`src/rtl/biriscv_inst_queue_pkg.sv`:
```
// biriscv_inst_queue_pkg: shared entry layout and push-side helpers for the instruction queue
package biriscv_inst_queue_pkg;

    // Full entry: 64b instr, pc[31:2], 2b pred, 2b faults, 2b slot_v.
    localparam int ENTRY_W         = 100;
    // slot_v lives beside the RAM, so the array only holds the rest.
    localparam int DATA_W          = ENTRY_W - 2;
    localparam int INSTR_LSB       = 0;
    localparam int PC_LSB          = 64;
    localparam int PC_W            = 30;
    localparam int PRED_LSB        = 94;
    localparam int FAULT_FETCH_BIT = 96;
    localparam int FAULT_PAGE_BIT  = 97;

    function automatic logic [DATA_W-1:0] pack_entry(
        input logic [63:0]     instr,
        input logic [PC_W-1:0] pc_hi,
        input logic [1:0]      pred,
        input logic            fault_fetch,
        input logic            fault_page
    );
        return {fault_page, fault_fetch, pred, pc_hi, instr};
    endfunction

    // Slot 0 is dropped after an odd-word redirect.
    // Slot 1 is dropped behind a taken or faulting slot 0.
    function automatic logic [1:0] slot_valid(
        input logic skip,
        input logic pred0,
        input logic fault
    );
        logic v0;
        v0 = !skip;
        return {!(v0 && (pred0 || fault)), v0};
    endfunction

endpackage

```
`src/rtl/biriscv_inst_queue_ram.sv`:
```
// biriscv_inst_queue_ram: DEPTH x entry register array, one write port, one async read port
module biriscv_inst_queue_ram
    import biriscv_inst_queue_pkg::*;
#(
    parameter int DEPTH = 2,
    parameter int W     = DATA_W,
    localparam int AW   = $clog2(DEPTH)
) (
    input  logic          clk_i,
    input  logic          wr_en,
    input  logic [AW-1:0] wr_addr,
    input  logic [W-1:0]  wr_data,
    input  logic [AW-1:0] rd_addr,
    output logic [W-1:0]  rd_data
);

    logic [W-1:0] mem [DEPTH];

    // Payload needs no reset: validity is tracked by the queue's slot_v array.
    always_ff @(posedge clk_i) begin
        if (wr_en) mem[wr_addr] <= wr_data;
    end

    assign rd_data = mem[rd_addr];

endmodule

```
`src/rtl/biriscv_inst_queue.sv`:
```
// biriscv_inst_queue: fetch packet queue presenting the head entry as two in-order issue lanes
module biriscv_inst_queue
    import biriscv_inst_queue_pkg::*;
#(
    parameter int DEPTH = 2
) (
    input  logic        clk_i,
    input  logic        rst_i,
    input  logic        branch_request_i,
    input  logic [31:0] branch_pc_i,
    input  logic        fetch_valid_i,
    input  logic [63:0] fetch_instr_i,
    input  logic [31:0] fetch_pc_i,
    input  logic [1:0]  fetch_pred_branch_i,
    input  logic        fetch_fault_fetch_i,
    input  logic        fetch_fault_page_i,
    output logic        fetch_accept_o,
    output logic        lane0_valid_o,
    output logic [31:0] lane0_instr_o,
    output logic [31:0] lane0_pc_o,
    output logic        lane0_pred_o,
    output logic        lane0_fault_fetch_o,
    output logic        lane0_fault_page_o,
    input  logic        lane0_accept_i,
    output logic        lane1_valid_o,
    output logic [31:0] lane1_instr_o,
    output logic [31:0] lane1_pc_o,
    output logic        lane1_pred_o,
    output logic        lane1_fault_fetch_o,
    output logic        lane1_fault_page_o,
    input  logic        lane1_accept_i
);

    localparam int AW = $clog2(DEPTH);

    logic [AW:0]       count_q;
    logic [AW-1:0]     rd_ptr_q;
    logic [AW-1:0]     wr_ptr_q;
    logic [1:0]        slot_v_q [DEPTH];
    logic              skip_q;
    logic              push;
    logic              pop_lane0;
    logic              pop_all;
    logic              pop_half;
    logic [1:0]        new_v;
    logic [1:0]        head_v;
    logic [DATA_W-1:0] head;
    logic              sel1;
    logic [31:0]       pc_base;
    logic [31:0]       slot0;
    logic [31:0]       slot1;
    logic              unused;

    // Packets are 8-byte aligned and a redirect only selects the word within one.
    assign unused = ^{fetch_pc_i[1:0], branch_pc_i[31:3], branch_pc_i[1:0]};

    assign fetch_accept_o = count_q != (AW+1)'(DEPTH);
    assign push           = fetch_valid_i && fetch_accept_o && !branch_request_i;
    assign new_v          = slot_valid(skip_q, fetch_pred_branch_i[0], fetch_fault_fetch_i | fetch_fault_page_i);

    biriscv_inst_queue_ram #(.DEPTH(DEPTH), .W(DATA_W)) u_ram (
        .clk_i   (clk_i),
        .wr_en   (push),
        .wr_addr (wr_ptr_q),
        .wr_data (pack_entry(fetch_instr_i, fetch_pc_i[31:2], fetch_pred_branch_i, fetch_fault_fetch_i, fetch_fault_page_i)),
        .rd_addr (rd_ptr_q),
        .rd_data (head)
    );

    assign head_v  = (count_q != '0) ? slot_v_q[rd_ptr_q] : 2'b00;
    assign sel1    = !head_v[0];
    assign pc_base = {head[PC_LSB +: PC_W], 2'b00};
    assign slot0   = head[INSTR_LSB +: 32];
    assign slot1   = head[INSTR_LSB + 32 +: 32];

    // Lane 0 shows the oldest live slot; lane 1 only exists when both slots are live.
    assign lane0_valid_o       = |head_v;
    assign lane0_instr_o       = lane0_valid_o ? (sel1 ? slot1 : slot0) : '0;
    assign lane0_pc_o          = lane0_valid_o ? (sel1 ? pc_base + 32'd4 : pc_base) : '0;
    assign lane0_pred_o        = lane0_valid_o && (sel1 ? head[PRED_LSB + 1] : head[PRED_LSB]);
    assign lane0_fault_fetch_o = lane0_valid_o && head[FAULT_FETCH_BIT];
    assign lane0_fault_page_o  = lane0_valid_o && head[FAULT_PAGE_BIT];
    assign lane1_valid_o       = &head_v;
    assign lane1_instr_o       = lane1_valid_o ? slot1 : '0;
    assign lane1_pc_o          = lane1_valid_o ? pc_base + 32'd4 : '0;
    assign lane1_pred_o        = lane1_valid_o && head[PRED_LSB + 1];
    assign lane1_fault_fetch_o = lane1_valid_o && head[FAULT_FETCH_BIT];
    assign lane1_fault_page_o  = lane1_valid_o && head[FAULT_PAGE_BIT];

    assign pop_lane0 = lane0_valid_o && lane0_accept_i;
    assign pop_all   = pop_lane0 && (!lane1_valid_o || lane1_accept_i);
    assign pop_half  = pop_lane0 && lane1_valid_o && !lane1_accept_i;

    // Queue bookkeeping: flush beats push/pop; a lane-0-only pop retires slot 0 in place.
    always_ff @(posedge clk_i or posedge rst_i) begin
        if (rst_i) begin
            count_q  <= '0;
            rd_ptr_q <= '0;
            wr_ptr_q <= '0;
            skip_q   <= 1'b0;
            for (int i = 0; i < DEPTH; i++) slot_v_q[i] <= '0;
        end else if (branch_request_i) begin
            count_q  <= '0;
            rd_ptr_q <= '0;
            wr_ptr_q <= '0;
            skip_q   <= branch_pc_i[2];
            for (int i = 0; i < DEPTH; i++) slot_v_q[i] <= '0;
        end else begin
            if (pop_all) begin
                slot_v_q[rd_ptr_q] <= '0;
                rd_ptr_q           <= rd_ptr_q + 1'b1;
            end
            if (pop_half) slot_v_q[rd_ptr_q][0] <= 1'b0;
            if (push) begin
                slot_v_q[wr_ptr_q] <= new_v;
                wr_ptr_q           <= wr_ptr_q + 1'b1;
                skip_q             <= 1'b0;
            end
            count_q <= count_q + (AW+1)'(push) - (AW+1)'(pop_all);
        end
    end

endmodule

```
`config.mk`:
```
export PLATFORM = sky130hd
export DESIGN_NAME = biriscv_inst_queue
export DESIGN_NICKNAME = d
export VERILOG_FILES = /design/src/rtl/biriscv_inst_queue_pkg.sv /design/src/rtl/biriscv_inst_queue_ram.sv /design/src/rtl/biriscv_inst_queue.sv
export SDC_FILE = /design/constraint.sdc
export NUM_CORES = 1
export LEC_CHECK = 0
export ABC_AREA = 1
export BUFFER_PORTS_ARGS = -buffer_cell sky130_fd_sc_hd__buf_2
export CAP_MARGIN = 30
export CORE_ASPECT_RATIO = 0.75
export CORE_MARGIN = 4
export CORE_UTILIZATION = 52
export CTS_CLUSTER_DIAMETER = 30
export DETAILED_ROUTE_END_ITERATION = 7
export PLACE_DENSITY = 0.86
export SLEW_MARGIN = 30
export SYNTH_ARGS = -nofsm -noshare
export SYNTH_HDL_FRONTEND = slang
export SYNTH_SLANG_ARGS = --single-unit
```
`constraint.sdc`:
```
create_clock -name clk_i -period 4.3 [get_ports clk_i]
set_clock_uncertainty 0.2 [all_clocks]
set_input_delay 0.215 -clock clk_i [delete_from_list [all_inputs] [get_ports clk_i]]
set_output_delay 0.215 -clock clk_i [all_outputs]
set_load 0.01 [all_outputs]
```
== Word-level counts from Yosys, hierarchy flattened ==
Memory sizes are Yosys's and may differ from the RTL's.
Cells that the tools add are included.

* Multipliers: 0
* Magnitude comparators: 4
* Divide/modulo/power cells: 0
* $add $sub $neg: 5
* Reduce and logical (&&, ||, !) cells: 27
* Bitwise operators: 7
* Multiplexer cells: 33
* Eq/ne operators: 1
* Shift operators: 0

{| class="wikitable"
|+ Operator list
! kind !! count
|-
| 32-bit two-way mux || 6
|-
| 32-bit by 3-bit adder with 32-bit output (second input constant) || 1
|-
| 4-bit two-way mux || 6
|-
| 1-bit logical AND || 15
|-
| 2-bit two-way mux || 7
|-
| 1-bit two-way mux || 10
|-
| 4-bit AND || 2
|-
| 4-bit NOT || 2
|-
| 2-bit demux with 1-bit select || 3
|-
| 2-bit nonzero test || 3
|-
| 1-bit logical NOT || 5
|-
| 4-bit bitwise mux || 1
|-
| 2-bit greater-or-equal comparator (second input constant) || 2
|-
| 2-bit by 1-bit less-than comparator with 1-bit output (second input constant) || 2
|-
| 1-bit NOT with 2-bit output || 2
|-
| 1-bit adder (second input constant) || 2
|-
| 2-bit by 1-bit adder with 2-bit output || 1
|-
| 1-bit logical OR || 2
|-
| 2-bit inequality test (second input constant) || 1
|-
| 2-bit AND reduction || 1
|-
| 2-bit OR reduction || 1
|-
| 2-bit by 1-bit subtractor with 2-bit output || 1
|-
| 1-bit bitwise OR || 1
|}

* Memories: 1
* RAM bits: 196
* Register bits: 9
* Word-level logic and storage cells: 84
* Input port bits: 138
* ROM bits: 0
* Output and inout port bits: 137
* Bits in latches: 0

{| class="wikitable"
|+ Memories
! memory !! words !! bits a word !! read ports !! clocked after Yosys merged registers in !! write ports !! RTL line !! RTL
|-
| u_ram.mem || 2 || 98 || 1 || 0 || 1 || biriscv_inst_queue_ram.sv:17 || <nowiki>logic [W-1:0] mem [DEPTH];</nowiki>
|}

== Longest topological paths before layout ==
Gate-level depths: netlist of run 1.

* Depth after elaboration: 17
* Depth in mapped cells: 13
* Mapped depth without buffers: 13

== Hierarchy ==
From an unflattened synthesis of run 1, not the netlist that was laid out.

* Cell total of the unflattened synthesis: 1031
* Area total of the unflattened synthesis: 9679.3 um2

{| class="wikitable"
|+ By module, submodules not included
! module !! sequential area each (um2) !! area each (um2) !! instances !! cells each
|-
| biriscv_inst_queue_ram || 5885.6 || 7144.4 || 1 || 516
|-
| biriscv_inst_queue || 225.2 || 2534.9 || 1 || 515
|}

== Least setup slack after synthesis of run 1 ==
No wires, ideal clock.

* Kind: register to register
* Start: register count_q[1]
* End: memory u_ram.mem[0][0] (netlist name) (enable)
* Arrival: 2772 ps
* Required time: 3649 ps
* Slack: 877 ps
* Buffers on the path: 0
* Period minus slack after synthesis: 3423 ps
* Stages on the path, launching flop included: 6
* Setup time: 451 ps
* Cells stage by stage: dfrtp_1 > nand2_1 > nand2_1 > nor2_1 > nand2_1 > inv_1

* Word-level cells in the longest chain between the ends: 5

{| class="wikitable"
|+ Ends and longest elaborated chain
! what !! RTL line !! RTL
|-
| from (decl) || biriscv_inst_queue.sv:36 || <nowiki>logic [AW:0] count_q;</nowiki>
|-
| from (signal assigned) || biriscv_inst_queue.sv:119 || <nowiki>count_q <= count_q + (AW+1)'(push) - (AW+1)'(pop_all);</nowiki>
|-
| 2-bit inequality test || biriscv_inst_queue.sv:57 || <nowiki>assign fetch_accept_o = count_q != (AW+1)'(DEPTH);</nowiki>
|-
| net fetch_accept_o || biriscv_inst_queue.sv:17 || <nowiki>output logic fetch_accept_o,</nowiki>
|-
| 1-bit logical AND (2 in series) || biriscv_inst_queue.sv:58 || <nowiki>assign push = fetch_valid_i && fetch_accept_o && !branch_request_i;</nowiki>
|-
| 1-bit two-way mux || biriscv_inst_queue_ram.sv:21 || <nowiki>if (wr_en) mem[wr_addr] <= wr_data;</nowiki>
|-
| 1-bit two-way mux (not written as such) || biriscv_inst_queue_ram.sv:21 ||
|-
| to (decl) || biriscv_inst_queue_ram.sv:17 ||
|}

The timed path passes the listed nets, and every way through them passes these cells.

== Worst setup path after layout of run 1 ==
* Start: register rd_ptr_q
* End: output lane0_pc_o[11]

* Word-level cells in the longest chain between the ends: 7
* Elaborated cells on any way between the ends: 10
* Classes of those cells: add/sub (1); mux (6); bitwise (1); reduce/logical (1); memory (1)

{| class="wikitable"
|+ Ends and longest elaborated chain
! what !! RTL line !! RTL
|-
| from (decl) || biriscv_inst_queue.sv:37 || <nowiki>logic [AW-1:0] rd_ptr_q;</nowiki>
|-
| from (signal assigned) || biriscv_inst_queue.sv:111 || <nowiki>rd_ptr_q <= rd_ptr_q + 1'b1;</nowiki>
|-
| branches (longest 6 deep; another with memory read 2 x 98 bit) || n/a ||
|-
| 32-bit two-way mux * || biriscv_inst_queue.sv:79 || <nowiki>assign lane0_pc_o = lane0_valid_o ? (sel1 ? pc_base + 32'd4 : pc_base) : '0;</nowiki>
|-
| to (decl) || biriscv_inst_queue.sv:20 || <nowiki>output logic [31:0] lane0_pc_o,</nowiki>
|}

Mark *: on every way between the ends. The select of a mux whose other input is x is not followed.

==> reports/qor.yml, run 1 <==
start_util_pct: 53.7
die_w_um: 165
htreeDepth: 2
core_um2: 17900
netlist_instances: 913
io_buffers: 237
fin_crit_sh_pct: 95.1
layout-drive-gt1-share_pct: 27.7
die-area_um2: 20700
cts-root-buf: "clkbuf_16"
synth-async-reset-ratio_pct: 4.39
powerDensity_nw_per_um2: 427
io_pins: 275
drc: 0
cp_common_cell: "nand2_1"
synth_edf_count: 196
multi_input_area_um2: 3050
arrival_ns: 3.68
clock_sinks: 205
detail_route.vias_per_cell: 5.53
rows: 42
cts_tree: "yes"
tns_ns: 0
grt_first_pass_wirelength_um: 44400
fmax_mhz: 244
syn_area_um2: 9590
path_delay_family: "buffers and inverters"
min_period_ns: 4.09
ir_drop_uv: 367
leakagePower_nw: 5.63
clockBufferDepth: 3
cpMaxStageDelayCell: "nor2_2"
vias: 8474
grt_overflow_total: 0
rsz0062_at_grt: "no"
critPathKind: "reg -> out"
ys_warn_count: 0
final_util_pct: 73.5
clock_latency_ns: 0.48
gp_congestion: 0.963
cp_max_fo: 51
required_ns: 3.88
synth_ff_type: "edfxtp_1"
drt_iter0_drc: 884
outcome: "finished, final reports clean"
ant_nets: 0
post_cts_buffers: 0
regArea_um2: 6110
slew_viol_final: 0
die_h_um: 126
yosysUniqueCellTypes: 33
hpwl_um: 17600
path_clk_slew_ns: 0.05
tightest_slew_ns: 0.880
post_drt_wl_per_cell_um: 19.0
firstDrtPassIters: 6
numCtsBuffers: 34
ys_seq_area_share_pct: 63.7
synth-seq-cells: 205
critical_path.max_stage_delay_ns: 0.70
path_buf_inv: 4
syn_area_per_cell_um2: 10.5
crit_chain: "buf_4 > nand2_1 > nand2_1 > nand2_1 > nor2_2 > inv_2 > buf_4 > o21ai_0 > buf_2"
finalSetupViolCount: 0
grt_pass1_vias: 8435
drt-total-wl_um: 29200
cp-start-kind: "flip-flop"
grt_max_degree: 67
nFillCells: 1187
setup.worst_path.end_class: "output pin"
hold_viol_final: 0
maxCapViolCount: 0
slew_headroom_pct: 41.3
antenna_found_initial: 1
area_growth_pct: 36.9
hp-class: "in -> async"
layout.nets: 1407
grt_usage_pct: 27.5
[cell usage after synthesis (3+ instances only)]
cell type  count  area (um2)
nand4_1        3        18.8
nand3_1       30         150
nand2_4        4        45.0
nand2_1      245         920
o21ai_0       15        75.1
nor2_4         3        33.8
buf_4          8        60.1
o32ai_1       33         289
clkbuf_1      15        56.3
buf_2         14        70.1
nor2_2        14        87.6
o21ai_1        5        25.0
ha_1           3        37.5
a21oi_1        5        25.0
inv_2          6        22.5
inv_1         44         165
o22ai_1        6        37.5
nor2_1       173         649
dfrtp_1        9         225
buf_6          3        33.8
xor2_1         6        52.6
edfxtp_1     196        5890
o21bai_1       7        52.6
mux2i_1       35         350
nand2_2       23         144
[routing by layer]
| metal | track usage [%] | share of wire, % | routed length, um | vias to the layer above |
|---|---|---|---|---|
| met5 | 0 | 0 | 0 | - |
| met4 | 8.85 | 2.6 | 767 | 0 |
| met3 | 5.89 | 9.3 | 2720 | 87 |
| met2 | 45.4 | 48 | 14100 | 504 |
| met1 | 36.4 | 40 | 11600 | 4068 |
| li1 | - | - | - | 3815 |
[layout by cell type, fill, tap and decap left out, types with 12 or more instances in the layout]
| cell | netlist | routed |
|---|---|---|
| buf_2 | 14 | 237 |
| o32ai_1 | 33 | 33 |
| nor2_1 | 173 | 173 |
| nor2_2 | 14 | 14 |
| edfxtp_1 | 196 | 196 |
| o21ai_0 | 15 | 15 |
| inv_1 | 44 | 42 |
| nand2_2 | 23 | 24 |
| buf_4 | 8 | 12 |
| dlygate4sd3_1 | 0 | 107 |
| clkbuf_16 | 0 | 35 |
| nand2_1 | 245 | 244 |
| nand3_1 | 30 | 30 |
| mux2i_1 | 35 | 35 |
[layout make-up]
class                           count  share of cell area [%]
Clock buffer                       38                    6.76
Inverter                           50                    1.47
Timing Repair Buffer              356                    17.9
Tap cell                          242                    2.31
Antenna cell                        1                  0.0191
Clock inverter                     22                    1.79
Multi-Input combinational cell    619                    23.2
Sequential cell                   205                    46.6
[worst min-delay path, cell delays in order]
cell           delay (ns)
dlygate4sd3_1        0.54
buf_2                0.13
inv_1                0.28
[registers in the layout (all words and copies together), names as in the netlist]
| signal | cells |
|---|---|
| count_q | 2 |
| rd_ptr_q | 1 |
| u_ram.mem | 196 |
| skip_q | 1 |
| slot_v_q | 4 |
| wr_ptr_q | 1 |
[path summary, 6_finish.rpt]
kind	slack, ns	from	to	cells after the start
setup / recovery	0.21	rd_ptr_q	lane0_pc_o[11]	9
min in group clk_i	0.26	fetch_instr_i[35]	u_ram.mem[0][35]	2
hold reg to reg	0.33	slot_v_q[3]	slot_v_q[3]	2
max in group asynchronous	3.52	rst_i	rd_ptr_q	3
hold / removal	0.08	rst_i	count_q[1]	3
setup reg to reg	1.27	rd_ptr_q	rd_ptr_q	11
[repair_timing]
item,in CTS,in global routing
endpoints found under the hold margin,214,0
resized for setup,0,0
hold buffers,107,0
setup endpoints to repair,0,0
[stage by stage]
stage	hold slack [ns]	std cells	worst slack [ns]	power [mW]	cell area, um2
final	0.0774	1533	0.210	5.60	13100
after CTS	0.0385	1532	0.301	5.60	13100
after global routing	0.0794	1533	0.0412	5.80	13100
after global placement	-0.00599	1365	0.894	2.87	10900
after detailed placement	0.00678	1365	0.841	2.89	10900
after floorplan	-0.157	916	0.877	2.69	9600
[power breakdown]
group	switching, mW	internal, mW	leakage (nW)
sequential	0.0286	2.30	1.92
clock	0.918	1.73	0.545
combinational	0.396	0.227	3.17
[kinds of logic after synthesis]
kind of cell | count (synthesis) | synth area share, %
AO/OA/AOI/OAI | 73 | 5.43
buffers and inverters | 92 | 4.62
adder cells (fa/ha/maj) | 3 | 0.392
multiplexers | 35 | 3.65
XOR/XNOR | 7 | 0.639
flip-flops | 205 | 63.7
other | 1 | 0.0391
AND/OR/NAND/NOR | 497 | 21.5
Power figures use the tool's default switching activity.
==> run 2, diff against run 1 <==
Settings changed: CORE_UTILIZATION 52 to 55, PLACE_DENSITY 0.86 to 0.9.
Clock period 4.3 ns to 4.8 ns, I/O delays scaled along.
==> run 2 against run 1 <==
The flow now finishes with violations (design-rule violations). Clock power fell by 17%. Setup slack improved by 0.48 ns. Combinational power decreased by 10%. Die area shrank 5.1%. Critical path depth increased by 2. Highest routed layer unchanged.
==> reports/qor.yml, run 2 (synthesized netlist as in run 1, its figures left out) <==
layout-drive-gt1-share_pct: 27.8
outcome: "finished with violations"
post-route-cell-area_um2: 13000
vias: 8600
grt_first_pass_wirelength_um: 45800
layout.nets: 1405
tightest_slew_ns: 0.818
placed_area_um2: 10900
violations: "design-rule violations"
clock_latency_ns: 0.52
grt_use_met2_pct: 50.1
core_um2: 17000
post_cts_resized: 0
cpMaxStageDelayCell: "inv_2"
powerDensity_nw_per_um2: 371
rows: 41
clockBufferDepth: 3
finalSetupViolCount: 0
io_pins: 275
grt_max_degree: 59
grt_pass1_vias: 8453
critical_path.max_stage_delay_ns: 0.60
pre_cts_slack_ns: 1.32
regMostFlops: "u_ram.mem"
path_buf_inv: 6
clock_sinks: 205
cts-root-buf: "clkbuf_16"
largest_reg_flops: 196
maxCapViolCount: 0
top_regs: "u_ram.mem x196, slot_v_q x4, count_q x2"
slew_viol_final: 0
path_delay_family: "buffers and inverters"
area_growth_pct: 35.9
busiest_layer: "met2"
arrival_ns: 3.67
io_buffers: 237
start_util_pct: 56.5
cp_common_cell: "buf_4"
post_drt_wl_per_cell_um: 19.8
fin_cells: 1527
die_w_um: 160
htreeDepth: 1
setup.worst_path.end_class: "output pin"
path_clk_slew_ns: 0.06
cp_max_fo: 56
grtUsageMet3_pct: 5.67
use_met1_pct: 38.8
rr_worst_depth: 12
min_period_ns: 4.11
fmax_mhz: 243
dp.cells: 1359
detail_route.vias_per_cell: 5.63
grt_overflow_total: 0
reg2reg_from: "rd_ptr_q"
die_h_um: 122
leakagePower_nw: 5.58
fin_crit_sh_pct: 85.6
critPathKind: "reg -> out"
tns_ns: 0
required_ns: 4.36
grt_usage_pct: 29.9
cp-start-kind: "flip-flop"
die-area_um2: 19600
p_total_mw: 4.83
slew_headroom_pct: 45.5
firstDrtPassIters: 8
r2r_slack_ns: 0.85
crit_chain: "buf_4 > nand2_1 > nand2_1 > nand2_2 > inv_2 > nor2_2 > buf_4 > inv_2 > buf_4 > o32ai_1 > buf_2"
ir_drop_uv: 377
cts_tree: "yes"
drt_iter0_drc: 975
gp_congestion: 0.947
layout_common_cells: "nand2_1 (244), buf_2 (237), edfxtp_1 (196)"
nFillCells: 1040
hold_viol_final: 0
drc: 1
antenna_found_initial: 2
final_util_pct: 76.8
ant_nets: 0
timing.rr.end: "rd_ptr_q"
rsz0062_at_grt: "no"
holdWs_ns: 0.0645
setup_ws_ns: 0.692
numCtsBuffers: 31
hp-class: "in -> async"
layout_commonest_cell: "nand2_1"
hpwl_um: 17300
drt-total-wl_um: 30200
## run 2: cell types whose count changed in the layout (fill, tap and decap cells not counted), moves of 3 or more
cell	change
clkinv_1	-3
inv_6	+3
clkbuf_16	-4
inv_8	+4
clkinvlp_4	+3
## run 2: final cells by class
type	count	area (um2)	share of cell area, %
multi-input cells	619	3050	23.4
inverters	50	193	1.48
well taps	236	295	2.27
clock buffers	33	783	6.01
flip-flops and latches	205	6110	46.9
diodes	3	7.51	0.0576
repair buffers	357	2360	18.1
clock inverters	24	235	1.80
## run 2: power by group
group / switching [mW] / leakage [nW] / internal, mW
Sequential: 0.0280 / 1.92 / 2.06
Combinational: 0.357 / 3.17 / 0.203
Clock: 0.865 / 0.488 / 1.32
## run 2: how the worst max path moves through the flow
stage                     from                end  slack, ns  cells after the start
finish                rd_ptr_q  lane0_instr_o[20]       0.69                     11
CTS                   rd_ptr_q  lane0_instr_o[19]       0.76                     11
detailed placement    rd_ptr_q  lane0_instr_o[25]       1.32                     11
global route          rd_ptr_q  lane0_instr_o[20]       0.47                     11
global placement      rd_ptr_q  lane0_instr_o[16]       1.38                     11
floorplan           count_q[1]    u_ram.mem[0][0]       1.38                      5
## run 2: worst reg2reg max path, stage by stage (launching register included)
cell and delay [ns]:
dfrtp_4 0.40, buf_4 0.57, nand2_1 0.12, nand2_1 0.11
nand2_2 0.06, inv_2 0.35, nand2_2 0.09, buf_4 0.28
nor2_1 0.23, o21ai_0 0.12, dlygate4sd3_1 0.63, a21oi_1 0.14
dlygate4sd3_1 0.58
## run 2: routing by layer
metal  wire, um  part of all wire (%)  vias up
met4       1190                   3.9        0
met1      11700                    39     4027
met3       2950                   9.8      119
met5          0                     0        -
met2      14400                    48      622
li1           -                     -     3832
## run 2: timing repair
action | CTS | global route
hold endpoints to repair | 214 | 0
buffers inserted | 0 | 0
hold buffers | 108 | 0
==> run 3, diff against run 2 <==
Settings changed: PLACE_DENSITY 0.9 to 0.84.
==> run 3 against run 2 <==
The flow now finishes without violations. Critical path type unchanged. Combinational power shrank 2%. Clock power barely moved. Die area is the same.
==> reports/qor.yml, run 3 (synthesized netlist as in run 1, its figures left out) <==
outcome: "finished, final reports clean"
fin_cells: 1520
placed_area_um2: 10900
layout_commonest_cell: "nand2_1"
slew_headroom_pct: 43.9
crit_start: "rd_ptr_q"
numCtsBuffers: 31
grt_max_degree: 67
rsz0062_at_grt: "no"
post-route-cell-area_um2: 13000
dp.cells: 1357
top_regs: "u_ram.mem x196, slot_v_q x4, count_q x2"
ctsHoldBuffers: 106
layout-drive-gt1-share_pct: 27.8
setup.worst_path.end_class: "output pin"
hold_viol_final: 0
die_h_um: 122
path_clk_slew_ns: 0.06
die_w_um: 160
leakagePower_nw: 5.56
rows: 41
powerDensity_nw_per_um2: 370
grt_pass1_vias: 8358
cp-start-kind: "flip-flop"
drt_iter0_drc: 907
core_um2: 17000
cts-root-buf: "clkbuf_16"
io_pins: 275
cp_max_fo: 47
finalSetupViolCount: 0
slew_viol_final: 0
post_cts_buffers: 0
grt_overflow_total: 0
layout.nets: 1401
min_period_ns: 4.28
drt-total-wl_um: 29700
start_util_pct: 56.5
detail_route.vias_per_cell: 5.54
area_growth_pct: 35.6
vias: 8416
maxCapViolCount: 0
hp-class: "in -> async"
required_ns: 4.36
tightest_slew_ns: 0.841
reg2reg_from: "rd_ptr_q"
layout_common_cells: "nand2_1 (244), buf_2 (237), edfxtp_1 (196)"
hpwl_um: 17500
fin_crit_sh_pct: 89.2
ant_nets: 0
ir_drop_uv: 390
grt_first_pass_wirelength_um: 45200
clockBufferDepth: 3
regMostFlops: "u_ram.mem"
firstDrtPassIters: 7
diodes: 0
critPathKind: "reg -> out"
die-area_um2: 19600
htreeDepth: 1
gp_congestion: 1.01
largest_reg_flops: 196
antenna_found_initial: 0
arrival_ns: 3.84
fmax_mhz: 234
post_cts_resized: 0
io_buffers: 237
drc: 0
clock_latency_ns: 0.52
tns_ns: 0
grt_usage_pct: 29.3
clock_sinks: 205
post_drt_wl_per_cell_um: 19.6
cts_tree: "yes"
## run 3: cell count changes in the layout (fill, tap and decap cells not counted), sizes merged
cell / delta
inv: -3
clkinv: +1
buf: -2
clkbuf: +3
bufinv: -1
dlygate4sd3: -2
diode: -3
## run 3: path summary, 6_finish.rpt
path,end,slack [ns],cells after the start
min in group clk_i,u_ram.mem[0][5],0.23,2
max in group asynchronous,rd_ptr_q,4.04,3
worst min-delay path,skip_q,0.05,3
worst min register to register,slot_v_q[0],0.34,2
worst max-delay path,lane0_instr_o[2],0.52,8
worst max register to register,count_q[1],1.42,13
## run 3: report_power, final
group	switching, mW	internal [mW]	total (mW)
combinational	0.348	0.202	0.550
clock	0.852	1.31	2.17
sequential	0.0329	2.06	2.09
## run 3: stage by stage
step	worst slack (ns)	hold WS [ns]	total power [mW]	util, %
finish	0.518	0.0498	4.81	76.6
global route	0.358	0.0638	4.97	76.6
CTS	0.697	0.0273	4.78	76.6
detailed placement	1.26	0.0270	2.58	64.3
global placement	1.28	0.0268	2.56	64.3
floorplan	1.38	-0.132	2.41	-
## run 3: worst max-delay path, stage by stage, from the launching register on
cell and delay [ns]:
dfrtp_4 0.71, buf_4 0.64, nand2_1 0.10, nand2_1 0.14
nand2_1 0.09, nor2_2 0.16, clkinv_2 0.67, o32ai_1 0.53
buf_2 0.23
## run 3: layout make-up
| type | count | area (um2) |
|---|---|---|
| clock buffers | 36 | 825 |
| clock inverters | 21 | 204 |
| fillers | 1049 | 3980 |
| inverters | 50 | 194 |
| multi-input cells | 619 | 3050 |
| flip-flops and latches | 205 | 6110 |
| well taps | 236 | 295 |
| repair buffers | 353 | 2320 |
## run 3: metal layers
metal / up-vias / wire length [um] / GRT usage [%]
met2: 487 / 14700 / 50.9
met3: 80 / 2510 / 5.14
met1: 4040 / 11700 / 38.0
met4: 0 / 920 / 9.62
li1: 3809 / - / -
met5: - / 0 / 0
